===== src/rtl/wave_ram_sequencer.sv =====
// Wave channel front end: two 16-byte wave RAM banks with CPU halfword access,
// plus the playback frequency timer, position counter, bank switching and
// length counter that feed one 4-bit sample per step downstream.
module wave_ram_sequencer #(
   parameter int unsigned TIMER_SCALE = 4,
   parameter int unsigned TIMER_W     = 14
) (
   input  logic        system_clock,
   input  logic        reset_n,
   input  logic [7:0]  nr30,
   input  logic [7:0]  nr31,
   input  logic [10:0] freq,
   input  logic        length_en,
   input  logic        trigger,
   input  logic        len_tick,
   input  logic        wr_en,
   input  logic [2:0]  wr_addr,
   input  logic [15:0] wr_data,
   input  logic [1:0]  wr_be,
   input  logic [2:0]  rd_addr,
   output logic [15:0] rd_data,
   output logic [3:0]  sample,
   output logic        sample_strobe,
   output logic        active
);

   localparam int unsigned POS_W   = 5;
   localparam int unsigned LEN_W   = 9;
   localparam int unsigned BYTES   = 16;
   localparam int unsigned FREQ_MAX = 2048;

   logic [7:0]         ram [2][BYTES];
   logic [POS_W-1:0]   position;
   logic               play_bank;
   logic [LEN_W-1:0]   length;
   logic [TIMER_W-1:0] timer;

   logic               cpu_bank_c;
   logic [TIMER_W-1:0] period_c;
   logic [POS_W-1:0]   next_pos_c;
   logic               next_bank_c;
   logic [7:0]         step_byte_c;
   logic [3:0]         step_sample_c;
   logic [7:0]         trig_byte_c;
   logic [LEN_W-1:0]   length_load_c;
   logic               unused_nr30_bits;

   // CPU always addresses the bank that is not selected for playback
   assign cpu_bank_c = ~nr30[6];

   // Reload value of the frequency timer; 2048 - freq never underflows
   assign period_c = TIMER_W'((32'(FREQ_MAX) - 32'(freq)) * TIMER_SCALE);

   // Length load value 256 - nr31, range 1..256
   assign length_load_c = LEN_W'(9'd256 - {1'b0, nr31});

   // Next playback position and bank; 64-sample mode flips bank on wrap
   assign next_pos_c  = position + POS_W'(1);
   assign next_bank_c = (position == POS_W'(31) && nr30[5]) ? ~play_bank : play_bank;

   // Playback reads see pre-write RAM contents (nonblocking RAM update)
   assign step_byte_c   = ram[next_bank_c][next_pos_c[4:1]];
   assign step_sample_c = next_pos_c[0] ? step_byte_c[3:0] : step_byte_c[7:4];
   assign trig_byte_c   = ram[nr30[6]][4'd0];

   assign unused_nr30_bits = ^nr30[4:0];

   // Wave RAM storage with per-byte CPU write enables into the CPU bank
   always_ff @(posedge system_clock or negedge reset_n) begin
      if (!reset_n) begin
         for (int b = 0; b < 2; b++) begin
            for (int i = 0; i < BYTES; i++) begin
               ram[b][i] <= 8'h00;
            end
         end
      end else if (wr_en) begin
         if (wr_be[0]) ram[cpu_bank_c][{wr_addr, 1'b0}] <= wr_data[7:0];
         if (wr_be[1]) ram[cpu_bank_c][{wr_addr, 1'b1}] <= wr_data[15:8];
      end
   end

   // Registered CPU halfword read from the CPU bank
   always_ff @(posedge system_clock or negedge reset_n) begin
      if (!reset_n) begin
         rd_data <= 16'h0000;
      end else begin
         rd_data <= {ram[cpu_bank_c][{rd_addr, 1'b1}], ram[cpu_bank_c][{rd_addr, 1'b0}]};
      end
   end

   // Playback control: disable > trigger > timer step / length expiry
   always_ff @(posedge system_clock or negedge reset_n) begin
      if (!reset_n) begin
         active        <= 1'b0;
         sample        <= 4'h0;
         sample_strobe <= 1'b0;
         position      <= '0;
         play_bank     <= 1'b0;
         length        <= '0;
         timer         <= '0;
      end else begin
         sample_strobe <= 1'b0;
         if (!nr30[7]) begin
            active <= 1'b0;
            sample <= 4'h0;
         end else if (trigger) begin
            active        <= 1'b1;
            position      <= '0;
            play_bank     <= nr30[6];
            timer         <= period_c;
            length        <= length_load_c;
            sample        <= trig_byte_c[7:4];
            sample_strobe <= 1'b1;
         end else if (active) begin
            if (timer <= TIMER_W'(1)) begin
               timer         <= period_c;
               position      <= next_pos_c;
               play_bank     <= next_bank_c;
               sample        <= step_sample_c;
               sample_strobe <= 1'b1;
            end else begin
               timer <= timer - TIMER_W'(1);
            end
            if (len_tick && length_en && length != '0) begin
               length <= length - LEN_W'(1);
               if (length == LEN_W'(1)) begin
                  active        <= 1'b0;
                  sample        <= 4'h0;
                  sample_strobe <= 1'b0;
               end
            end
         end
      end
   end

endmodule


===== config.mk =====
export PLATFORM = sky130hd
export DESIGN_NAME = wave_ram_sequencer
export DESIGN_NICKNAME = d
export VERILOG_FILES = /design/src/rtl/wave_ram_sequencer.sv
export SDC_FILE = /design/constraint.sdc
export NUM_CORES = 1
export LEC_CHECK = 0
export CORE_ASPECT_RATIO = 0.9
export CORE_MARGIN = 4
export CORE_UTILIZATION = 35
export CTS_CLUSTER_DIAMETER = 120
export CTS_CLUSTER_SIZE = 25
export DETAILED_ROUTE_END_ITERATION = 16
export MAX_ROUTING_LAYER = met4
export PLACE_DENSITY = 0.53
export SLEW_MARGIN = 20
export SYNTH_ARGS = -nofsm -noshare
export SYNTH_HDL_FRONTEND = slang
export SYNTH_SLANG_ARGS = --single-unit

===== constraint.sdc =====
create_clock -name system_clock -period 4.5 [get_ports system_clock]
set_input_delay 0.45 -clock system_clock [delete_from_list [all_inputs] [get_ports system_clock]]
set_output_delay 0.45 -clock system_clock [all_outputs]
set_load 0.02 [all_outputs]

==> results of run 1 <==
-- cells in the mapped netlist (all sizes together), types with 6 or more instances --
cell type | count | area share
ha | 8 | 0.0061
xnor2 | 11 | 0.0058
a32oi | 24 | 0.013
nand3 | 64 | 0.019
xor2 | 7 | 0.0037
nor4 | 12 | 0.0053
mux2i | 62 | 0.038
mux2 | 257 | 0.18
buf | 39 | 0.015
a22oi | 13 | 0.0059
dfrtp | 307 | 0.46
mux4 | 81 | 0.11
o22ai | 6 | 0.0023
or3 | 8 | 0.0030
nand2 | 181 | 0.041
nor3 | 25 | 0.0082
nor2 | 45 | 0.010
and3 | 7 | 0.0026
nor2b | 6 | 0.0023
inv | 11 | 0.0025
a31oi | 6 | 0.0023
nand2b | 6 | 0.0023
nand4 | 15 | 0.0057
clkbuf | 52 | 0.012
o21ai | 37 | 0.011
a21oi | 23 | 0.0070
-- stage by stage --
| stage | hold WS [ps] | total power, W | area (um2) | instances |
|---|---|---|---|---|
| 2_1_floorplan | 154 | 0.00522 | 16500 | 1365 |
| 3_3_place_gp | 479 | 0.00609 | 18000 | 2012 |
| 3_5_place_dp | 490 | 0.00614 | 18000 | 2012 |
| 4_1_cts | 40.8 | 0.00778 | 18500 | 2031 |
| 5_1_grt | 55.6 | 0.00813 | 18500 | 2031 |
| 6_report | -26.1 | 0.00772 | 18500 | 2031 |
-- worst paths after layout --
path                             end  slack, ps  depth (start not counted)
max reg2reg                sample[3]        720                         12
min reg2reg                play_bank        510                          2
min                         timer[4]        -30                          1
min in group system_clock  play_bank        510                          2
max                        sample[3]        720                         12
max in group asynchronous   ram[133]       3450                          2
-- worst max-delay path, cell delays in order, from the launching register on --
cell and delay [ps]:
dfrtp_1 620, ha_1 350, and3_1 190, ha_1 190, nand3b_1 160, and2_4 660
buf_12 290, mux2i_1 240, a32oi_1 70, nand4_1 120, o21ai_1 190, a222oi_1 370
o211ai_1 130
-- cell families after synthesis --
family,count (synthesis),synth area share
DFF,307,0.465
AOI/OAI and AO/OA,142,0.0587
muxes,400,0.323
and+or+nand+nor,387,0.108
xor gates and xnor gates,18,0.00954
buffers and inverters,103,0.0298
adders and majority gates,8,0.00605
-- where the power goes --
group	switching (W)	internal, W
clock	0.000934	0.000692
combinational	0.00123	0.00114
sequential	0.000428	0.00330
-- flip-flops by register name, indices dropped and copies added (netlist names) --
register       cells
sample_strobe      1
timer             14
active             1
play_bank          1
rd_data           16
sample             4
position           5
ram              256
length             9
-- cell type report --
cell class,instances,area [um2],area share
Inverter,12,45.0,0.00244
Timing Repair Buffer,122,1170,0.0631
Multi-Input combinational cell,955,8380,0.453
Clock inverter,2,20.0,0.00108
Clock buffer,17,425,0.0230
Sequential cell,307,7680,0.416
Tap cell,616,771,0.0417
-- per-layer routing --
layer  part of all wire  wire length (um)
met5                  0                 0
met4              0.018               896
met3              0.049              2410
met2               0.47             23500
met1               0.46             22700
==> impl_metrics.ini, run 1 <==
[finish]
antenna_cells = 0
final_nets = 1479
drive_above_1_share = 0.298
fin_util = 0.396
fillers = 4501
layout_common_cells = 307 x dfrtp_1, 257 x mux2_2, 180 x nand2_1, 81 x mux4_2, 69 x clkdlybuf4s50_1
syn2layout_area_growth_pct = 11.8
layout_commonest_cell = dfrtp_1

[sta]
tightest_slew_ps = 1080
report.final.slew_viol_count = 0
hold_ws_ps = -26.1
finClkSkew_ps = 15.1
slew_headroom = 0.279
tns_ps = 0
final_hold_viol_count = 5
fmax_ghz = 0.264
finalCriticalPeriod_ps = 3780
rsz0062_at_grt = false
finalCritPeriodShare = 0.840
worst_slack_ps = 719
setup_viol = 0

[logic_synthesis]
synth_nets = 1430
yosys_warnings = 0
synth_edf_count = 0
synth-seq-area-share = 0.465
ys_async_sr_fraction = 1.00
syn_inst = 1365
synth.avg_cell_area_um2 = 12.1
ys.flop_type = dfrtp_1
syn-cell-area_mm2 = 0.0165
synth_seq_cells = 307
synth_cell_types = 61

[grt]
grt_pass1_wl_um = 75400
use_met2 = 0.313
grt_pass1_vias = 11800
grtUsageMet3 = 0.0253
globalRouteOverflowTotal = 0
antenna_found_initial = 0
grt_use_met1 = 0.278
busiest_layer = met2
grt_usage = 0.197
grt_max_degree = 116

[floorplan]
dieWidth_um = 237
num_rows = 75
die_area_mm2 = 0.0508
start_util = 0.354
core_area_mm2 = 0.0466
die-height_um = 214
io_pins = 79

[flow_run]
cap_violations = 0

[clock_network]
clock-root-buffer = clkbuf_16
postCtsHoldBufs = 0
clockBufferDepth = 3
cts_tree = yes
cts_buffers = 16
numClockSinks = 307
cts.reportedPaths.clkPinSlew_ps = 100
post-cts-setup-buffer-count = 0
post_cts_resized = 0
clock_latency_ps = 530
htree_levels = 1

[drt]
ant_nets = 0
routed_wl_um = 49500
via_per_inst = 5.73
wire_per_inst_um = 24.4
vias = 11600
drc_errors = 0
drt_iter0_markers = 873
first_pass_iters = 5

[critical_path]
crit_required_ps = 4900
end_kind = flip-flop
crit_fanout = 43
start_kind = flip-flop
worst-setup-path-type = flip-flop to flip-flop
timing.rr.start = position[0]
arrival_ps = 4190
crit_start = position[0]

[min_path]
hold_class = input port to asynchronous set/reset pin

[place]
place_ws_ps = 844
io_buffers = 73
dp_hpwl_um = 33900
gp_congestion = 0.899

[status]
status = finished, violations left
violations = negative hold slack

[power]
power_density_mw_per_mm2 = 418
ir_drop_uv = 205
power_leakage_nw = 7.56
(Power assumes the default switching activity.)
==> run 2: changes to the inputs <==
Settings changed: PLACE_DENSITY 0.53 to 0.55.
Clock period 4.5 ns to 3.3 ns, I/O delays scaled along.
==> impl_metrics.ini, run 2 (synthesis results as in run 1) <==
[finish]
final_nets = 1502
syn2layout_area_growth_pct = 13.5
reg.largest.list = ram (256), rd_data (16), timer (14)
layout_commonest_cell = dfrtp_1
stdcell_count = 2056
design_area_mm2 = 0.0188
drive_above_1_share = 0.309
layout_common_cells = 307 x dfrtp_1, 257 x mux2_2, 180 x nand2_1, 81 x mux4_2, 70 x clkdlybuf4s50_1
largest_register_ffs = 256
regMostFlops = ram

[flow_run]
cap_violations = 0

[sta]
slew_headroom = 0.313
tightest_slew_ps = 1020
setup_viol = 0
report.final.slew_viol_count = 0
worst_slack_ps = 174
final_hold_viol_count = 0
tns_ps = 0
finalCriticalPeriod_ps = 3130
rsz0062_at_grt = false
hold_ws_ps = 449
finClkSkew_ps = 23.2
fmax_ghz = 0.320
finalCritPeriodShare = 0.947

[power]
power_frac_comb = 0.313
ir_drop_uv = 303
seqPwrFrac = 0.479
switching_share = 0.333
clockPowerShare = 0.207
power_switching_w = 0.00352
power_density_mw_per_mm2 = 564
p_int_w = 0.00706
power_leakage_nw = 7.70

[floorplan]
dieWidth_um = 237
core_area_mm2 = 0.0466
io_pins = 79
die-height_um = 214
num_rows = 75
die_area_mm2 = 0.0508
start_util = 0.354

[clock_network]
clock_latency_ps = 520
cts.reportedPaths.clkPinSlew_ps = 100
clock-root-buffer = clkbuf_16
clockBufferDepth = 3
post-cts-setup-buffer-count = 0
postCtsHoldBufs = 1
cts_buffers = 16
numClockSinks = 307
htree_levels = 1
post_cts_resized = 0
cts_tree = yes

[critical_path]
reg2reg_slack_ps = 170
crit_required_ps = 3750
end_kind = flip-flop
crit_fanout = 14
slowest_stage = dfrtp_1
arrival_ps = 3570
worst-setup-path-type = flip-flop to flip-flop
reg2reg_depth = 13
regToRegEndpoint = sample[0]
worstSetupEndpoint = sample[0]
crit_start = position[1]
cpPeakStageDelay_ps = 410
timing.rr.start = position[1]
start_kind = flip-flop
path_cells = ha_1 -> and3_1 -> ha_1 -> nand3b_1 -> and2_4 -> buf_12 -> buf_4 -> nand2_1 -> and3_1 -> a2111oi_2 -> a311oi_1 -> a311o_1 -> nand3_1

[drt]
via_per_inst = 5.75
drc_errors = 0
ant_nets = 0
vias = 11800
first_pass_iters = 5
drt_iter0_markers = 852
routed_wl_um = 50000
wire_per_inst_um = 24.3

[place]
dp_hpwl_um = 34800
gp_congestion = 0.910
dpl_cell_area_mm2 = 0.0183
io_buffers = 73
dp.cells = 2034
place_ws_ps = 224

[grt]
antenna_found_initial = 0
grt_pass1_wl_um = 76400
grt_max_degree = 102
globalRouteOverflowTotal = 0
grt_pass1_vias = 12100
grt_usage = 0.199

[status]
status = complete, no violations

[min_path]
hold_class = input port to asynchronous set/reset pin
run 2: final cells by class:
type / instances / area [um2]
clock inverter: 3 / 23.8
clock buffer: 17 / 425
fill: 4490 / 27900
antenna: 1 / 2.50
timing repair buffer: 145 / 1450
sequential: 307 / 7680
inverter: 12 / 45.0
multi-input combinational: 955 / 8370
tap: 616 / 771
run 2: worst max-delay path, delay by kind of cell (launching register included):
kind	cells	cell delay, ps
AO/OA/AOI/OAI	3	770
adder cells (fa/ha/maj)	2	410
buffers and inverters	2	400
flip-flops	1	410
AND/OR/NAND/NOR	6	1040
run 2: power by group through the flow:
| stage | logic (W) | clock network, W | registers [W] |
|---|---|---|---|
| floorplan | 0.00210 | 0 | 0.00503 |
| global placement | 0.00325 | 0 | 0.00511 |
| detailed placement | 0.00330 | 0 | 0.00514 |
| CTS | 0.00331 | 0.00229 | 0.00506 |
| global route | 0.00357 | 0.00241 | 0.00517 |
| finish | 0.00332 | 0.00219 | 0.00507 |
run 2: per-stage QoR:
| stage | power (W) | util |
|---|---|---|
| 6_report | 0.0106 | 0.402 |
| 5_1_grt | 0.0112 | 0.402 |
| 4_1_cts | 0.0107 | 0.402 |
| 3_5_place_dp | 0.00844 | 0.392 |
| 3_3_place_gp | 0.00836 | 0.392 |
| 2_1_floorplan | 0.00712 | - |
run 2: how the worst min path moves through the flow:
stage	start	to	slack, ps
finish	reset_n	timer[9]	450
global route	reset_n	timer[4]	530
CTS	reset_n	timer[9]	510
detailed placement	reset_n	timer[4]	470
global placement	reset_n	timer[4]	460
floorplan	reset_n	active	30
run 2: layer usage:
| metal | global-route usage | wire, um |
|---|---|---|
| met4 | 0.0459 | 1230 |
| met5 | - | 0 |
| met1 | 0.274 | 22200 |
| met2 | 0.311 | 23600 |
| met3 | 0.0373 | 2930 |
